[src/rtl/iiitb_tlc.sv]
// iiitb_tlc - highway / farm-road crossing traffic light controller.
// Highway shows green by default. A farm-road vehicle request sensed while
// highway is green runs the timed sequence highway yellow -> farm green ->
// farm yellow -> highway green. Timing is counted in ticks of TICK_DIV clocks.
//
// Ports:
//   light_highway [2:0] out  highway lamps, one-hot {red, yellow, green}
//   light_farm    [2:0] out  farm-road lamps, same encoding
//   sensor              in   farm-road vehicle present (synchronous to clk)
//   clk                 in   system clock, rising edge
//   rst_n               in   synchronous active-low reset
module iiitb_tlc #(
  parameter int unsigned TICK_DIV         = 4,
  parameter int unsigned YELLOW_TICKS     = 3,
  parameter int unsigned FARM_GREEN_TICKS = 10
) (
  output logic [2:0] light_highway,
  output logic [2:0] light_farm,
  input  logic       sensor,
  input  logic       clk,
  input  logic       rst_n
);

  localparam logic [2:0] RED    = 3'b100;
  localparam logic [2:0] YELLOW = 3'b010;
  localparam logic [2:0] GREEN  = 3'b001;

  localparam int unsigned TW = (TICK_DIV > 1) ? $clog2(TICK_DIV) : 1;
  localparam int unsigned DMAX =
    ((YELLOW_TICKS > FARM_GREEN_TICKS) ? YELLOW_TICKS : FARM_GREEN_TICKS) - 1;
  localparam int unsigned DW = (DMAX > 0) ? $clog2(DMAX + 1) : 1;

  localparam logic [TW-1:0] TICK_LAST   = TW'(TICK_DIV - 1);
  localparam logic [DW-1:0] YELLOW_LAST = DW'(YELLOW_TICKS - 1);
  localparam logic [DW-1:0] FGREEN_LAST = DW'(FARM_GREEN_TICKS - 1);

  typedef enum logic [1:0] {
    HGRE_FRED = 2'b00,
    HYEL_FRED = 2'b01,
    HRED_FGRE = 2'b10,
    HRED_FYEL = 2'b11
  } state_t;

  state_t          state, next_state;
  logic [TW-1:0]   tick_cnt;
  logic [DW-1:0]   dwell_cnt;
  logic            tick;
  logic            state_change;

  assign tick         = (tick_cnt == TICK_LAST);
  assign state_change = (next_state != state);

  always_ff @(posedge clk) begin
    if (!rst_n) begin
      state <= HGRE_FRED;
    end else begin
      state <= next_state;
    end
  end

  // Counters restart on every state change so each timed state lasts exactly
  // N*TICK_DIV cycles; they stay idle while highway is green.
  always_ff @(posedge clk) begin
    if (!rst_n || state_change || state == HGRE_FRED) begin
      tick_cnt  <= '0;
      dwell_cnt <= '0;
    end else if (tick) begin
      tick_cnt  <= '0;
      dwell_cnt <= dwell_cnt + 1'b1;
    end else begin
      tick_cnt  <= tick_cnt + 1'b1;
    end
  end

  always_comb begin
    next_state = state;
    case (state)
      HGRE_FRED: if (sensor)                            next_state = HYEL_FRED;
      HYEL_FRED: if (tick && dwell_cnt == YELLOW_LAST)  next_state = HRED_FGRE;
      HRED_FGRE: if (tick && dwell_cnt == FGREEN_LAST)  next_state = HRED_FYEL;
      HRED_FYEL: if (tick && dwell_cnt == YELLOW_LAST)  next_state = HGRE_FRED;
      default:                                          next_state = HGRE_FRED;
    endcase
  end

  always_comb begin
    light_highway = GREEN;
    light_farm    = RED;
    case (state)
      HGRE_FRED: begin light_highway = GREEN;  light_farm = RED;    end
      HYEL_FRED: begin light_highway = YELLOW; light_farm = RED;    end
      HRED_FGRE: begin light_highway = RED;    light_farm = GREEN;  end
      HRED_FYEL: begin light_highway = RED;    light_farm = YELLOW; end
      default:   begin light_highway = GREEN;  light_farm = RED;    end
    endcase
  end

endmodule

[config.mk]
export PLATFORM = sky130hd
export DESIGN_NAME = iiitb_tlc
export DESIGN_NICKNAME = d
export VERILOG_FILES = /design/src/rtl/iiitb_tlc.sv
export SDC_FILE = /design/constraint.sdc
export NUM_CORES = 1
export LEC_CHECK = 0
export BUFFER_PORTS_ARGS = -buffer_cell sky130_fd_sc_hd__clkbuf_2
export CAP_MARGIN = 10
export CORE_AREA = 2 2 39 41
export CTS_CLUSTER_DIAMETER = 120
export CTS_CLUSTER_SIZE = 16
export DETAILED_ROUTE_END_ITERATION = 10
export DIE_AREA = 0 0 41 43
export HOLD_SLACK_MARGIN = 0.12
export PLACE_DENSITY = 0.52
export SLEW_MARGIN = 20
export SYNTH_ARGS = -nofsm -noshare
export SYNTH_HDL_FRONTEND = slang
export SYNTH_SLANG_ARGS = --single-unit
[constraint.sdc]
create_clock -name clk -period 1.4 [get_ports clk]
set_clock_uncertainty 0.05 [all_clocks]
set_input_delay 0.28 -clock clk [delete_from_list [all_inputs] [get_ports clk]]
set_output_delay 0.28 -clock clk [all_outputs]
set_load 0.03 [all_outputs]
# Word-level counts from Yosys, hierarchy flattened
# Index checks and enable logic that the tools add are counted.
# op_classes
n_addsub	2
eq_ne	7
n_mux	7
reduce_logical	9
# ops
operator	n
3-bit one-hot mux with 3 select lines	2
2-bit two-way mux	4
2-bit one-hot mux with 4 select lines	1
2-bit equality test, second input constant	3
2-bit OR reduction	3
4-bit by 1-bit adder with 4-bit output, second input constant	1
4-bit by 2-bit equality test with 1-bit output, second input constant	1
4-bit equality test, second input constant	1
2-bit by 1-bit adder with 2-bit output, second input constant	1
2-bit by 1-bit equality test with 1-bit output, second input constant	1
1-bit logical AND	2
2-bit logical NOT	1
1-bit logical OR	2
2-bit != test	1
1-bit logical NOT	1
# word_totals
regBits	8
input_bits	3
output_inout_bits	6
word_cells	28

# Logic depth before layout (Yosys ltp)
# logic_depth
depth_word	8
ltp_mapped	5
depth_no_buf	5

# Least setup slack after synthesis
# Ideal clock, no wire load.
# synth_path
path_type	register to output
from	register state[1]
to	output port light_farm[1]
t_arrival_ns	1.031
setup_slack_ns	0.039
stages_incl_launch_ff	3
cell_sequence	dfxtp_1 > inv_1 > nor2_1
# synth_via
elab_chain_len	3
word_cells_on_any_way	6
classes_between	eq/ne: 3; mux: 1; reduce/logical: 2
# synth_rtl
item	line	text
from (decl)	44	state_t state, next_state;
from (signal assigned)	57	state <= next_state;
2-bit by 1-bit equality test with 1-bit output or 2-bit logical NOT (tied branches)	89	case (state)
2-bit OR reduction (no line)	-	
3-bit one-hot mux with 3 select lines *	89	
to (decl)	18	output logic [2:0] light_farm,
# Mark *: on every way between the ends. The rest lies on a longest branch, timed or not.

# Final worst setup path
# layout_path
from	register state[0]
to	output port light_farm[0]
# The elaborated chain is that of the path after synthesis.

==> impl_metrics.json <==
{
  "status": "finished, final reports clean",
  "gp_congestion": 0.677,
  "drive_above_1_share_pct": 40.0,
  "n_antenna_cell": 0,
  "cp-start-kind": "flop",
  "pwr_density_cell_nw_per_um2": 847,
  "syn_to_final_growth_pct": 22.6,
  "criticalPathCategory": "reg2out",
  "worst_path_largest_cell_delay_ns": 0.35,
  "final_cell_area_um2": 536,
  "start_util_pct": 31.6,
  "via_per_inst": 4.89,
  "gr-usage-all-layers_pct": 10.6,
  "synth_area_um2": 437,
  "switching_share_pct": 23.9,
  "syn_nets": 51,
  "utilization_pct": 38.7,
  "grt_first_pass_wirelength_um": 1210,
  "multi_input_area_um2": 251,
  "place_inst": 68,
  "cp_slowest_cell": "dfxtp_2",
  "timing.fmax_mhz": 742,
  "setup_viol": 0,
  "cts.clk_slew.worst_paths_ns": 0.06,
  "final_cell_mix": "nor2_1 (7), dfxtp_1 (6)",
  "holdBufCountCts": 0,
  "seqPwrFrac_pct": 52.4,
  "switchingPower_uw": 108,
  "grt_max_degree": 8,
  "cts_root_buffer": "clkbuf_4",
  "seq_area_frac_synth_pct": 36.7,
  "grt_setup_unrepaired": "true",
  "htree_levels": 1,
  "cts_setup_buffers": 0,
  "p_leak_uw": 0.000207,
  "antenna_found_initial": 0,
  "comb_power_share_pct": 7.3,
  "grt_pass1_vias": 281,
  "ys_types": 24,
  "antenna_left": 0,
  "cts_buffers": 3,
  "dr.pass1.iters": 2,
  "hold_viol": 0,
  "die_area_um2": 1760,
  "core_area_um2": 1380,
  "ff_latch_area_um2": 163,
  "drt-initial-drc-count": 3,
  "slew_viol_final": 0,
  "worst_pin_slew_ns": 0.271,
  "holdWs_ns": 0.210,
  "clkPwrFrac_pct": 40.3,
  "ys_warn_count": 0,
  "rows": 14,
  "period_needed_ns": 1.35,
  "cp.required_ns": 1.07,
  "clk_latency_ns": 0.26,
  "die_x_um": 41,
  "drc": 0,
  "routed_wl_um": 764,
  "crit_fanout": 7,
  "hpwl_um": 590,
  "post_drt_wl_per_cell_um": 10.8,
  "finalNonFillerCells": 71,
  "syn_inst": 44,
  "grt.overflow.total": 0,
  "p_int_uw": 345,
  "vdd_drop_max_mv": 0.332,
  "io_pins": 9,
  "relSlewSlack_pct": 81.9,
  "dr_total_vias": 347,
  "cts_sinks": 8,
  "tritoncts": "built",
  "cts_buffer_depth": 2,
  "final_common_cell": "nor2_1",
  "nNetsFinal": 64,
  "post_dp_cell_area_um2": 497,
  "cp.arrival_ns": 1.02,
  "min_path_type": "in2reg",
  "cap_viol_max_count": 0,
  "avgSynthCellArea_um2": 9.92,
  "die_height_um": 43,
  "crit_chain": "and2b_4 > buf_6",
  "io_buffers": 8,
  "finalCritPeriodShare_pct": 96.3,
  "n_fill_cell": 148,
  "cp-end-kind": "output pin",
  "yosys_register_bits": 8
}
## cell usage after synthesis
cell type / number / area share [%]
nor4b_1: 1 / 2.0
o311a_2: 1 / 2.6
and4bb_2: 1 / 2.9
inv_1: 4 / 3.4
clkbuf_1: 1 / 0.86
nor2_1: 7 / 6.0
ha_1: 4 / 11
buf_6: 1 / 2.6
and2b_4: 1 / 2.3
a22oi_1: 1 / 1.7
and2_2: 1 / 1.7
o21ai_0: 1 / 1.1
xor2_1: 2 / 4.0
nand3_1: 1 / 1.1
nand4b_1: 1 / 2.0
nand4_1: 1 / 1.4
dfxtp_1: 8 / 37
a32oi_2: 1 / 3.7
a21boi_0: 1 / 1.7
nor4bb_1: 1 / 2.3
nand2_1: 1 / 0.86
a211oi_2: 1 / 2.9
nand4bb_1: 1 / 2.6
xnor2_1: 1 / 2.0
## power groups by stage
stage | logic (µW) | registers, µW | clock network, µW
after floorplan | 23.7 | 240 | 0
after global placement | 33.6 | 242 | 0
after detailed placement | 33.8 | 242 | 0
after CTS | 33.8 | 237 | 189
after global routing | 37.0 | 238 | 195
final | 33.3 | 238 | 183
## critical path, delay by kind of cell (launching register included)
kind	cells	cell delay (ns)
flops	1	0.35
buf+inv	1	0.13
simple gates	1	0.28
## cells by family after synthesis
kind of cell | Yosys count | synth area share [%]
AOI/OAI and AO/OA | 6 | 13.8
xor gates and xnor gates | 3 | 6.02
adders and majority gates | 4 | 11.5
buffers and inverters | 6 | 6.87
DFF | 8 | 36.7
and+or+nand+nor | 17 | 25.2
## cell type report
class | instances | share of cell area, %
sequential | 8 | 30.4
clock buffer | 3 | 4.21
multi-input combinational | 30 | 47.0
timing repair buffer | 10 | 11.9
inverter | 4 | 2.80
tap | 16 | 3.74
## sequential cells by signal (all words and copies together) (netlist names)
| signal | cells |
|---|---|
| state | 2 |
| tick_cnt | 2 |
| dwell_cnt | 4 |
## repair_timing
action                     4_1_cts  5_1_grt
resized for setup                3        7
setup endpoints to repair        3        4
pin swaps                        0        1
## worst paths after layout
kind                from             to  slack, ns  depth (start not counted)
max             state[0]  light_farm[0]       0.05                          2
min               sensor       state[0]       0.21                          2
max reg2reg  tick_cnt[0]   dwell_cnt[0]       0.11                          4
min reg2reg  tick_cnt[0]    tick_cnt[0]       0.38                          1
## through the flow
| step | setup WS (ns) | TNS (ns) | power, µW |
|---|---|---|---|
| global route | -0.0305 | -0.0450 | 470 |
| global placement | 0.115 | 0 | 275 |
| floorplan | 0.0391 | 0 | 264 |
| CTS | 0.00799 | 0 | 460 |
| finish | 0.0518 | 0 | 453 |
| detailed placement | 0.0883 | 0 | 276 |
## layer usage
metal | track usage, % | up-vias | share of wire (%)
li1 | - | 177 | -
met1 | 12.6 | 161 | 49
met2 | 15.0 | 7 | 46
met3 | 3.14 | 2 | 2.4
met4 | 8.00 | 0 | 1.8
met5 | 0 | - | 0
Power figures use the tool's default switching activity.
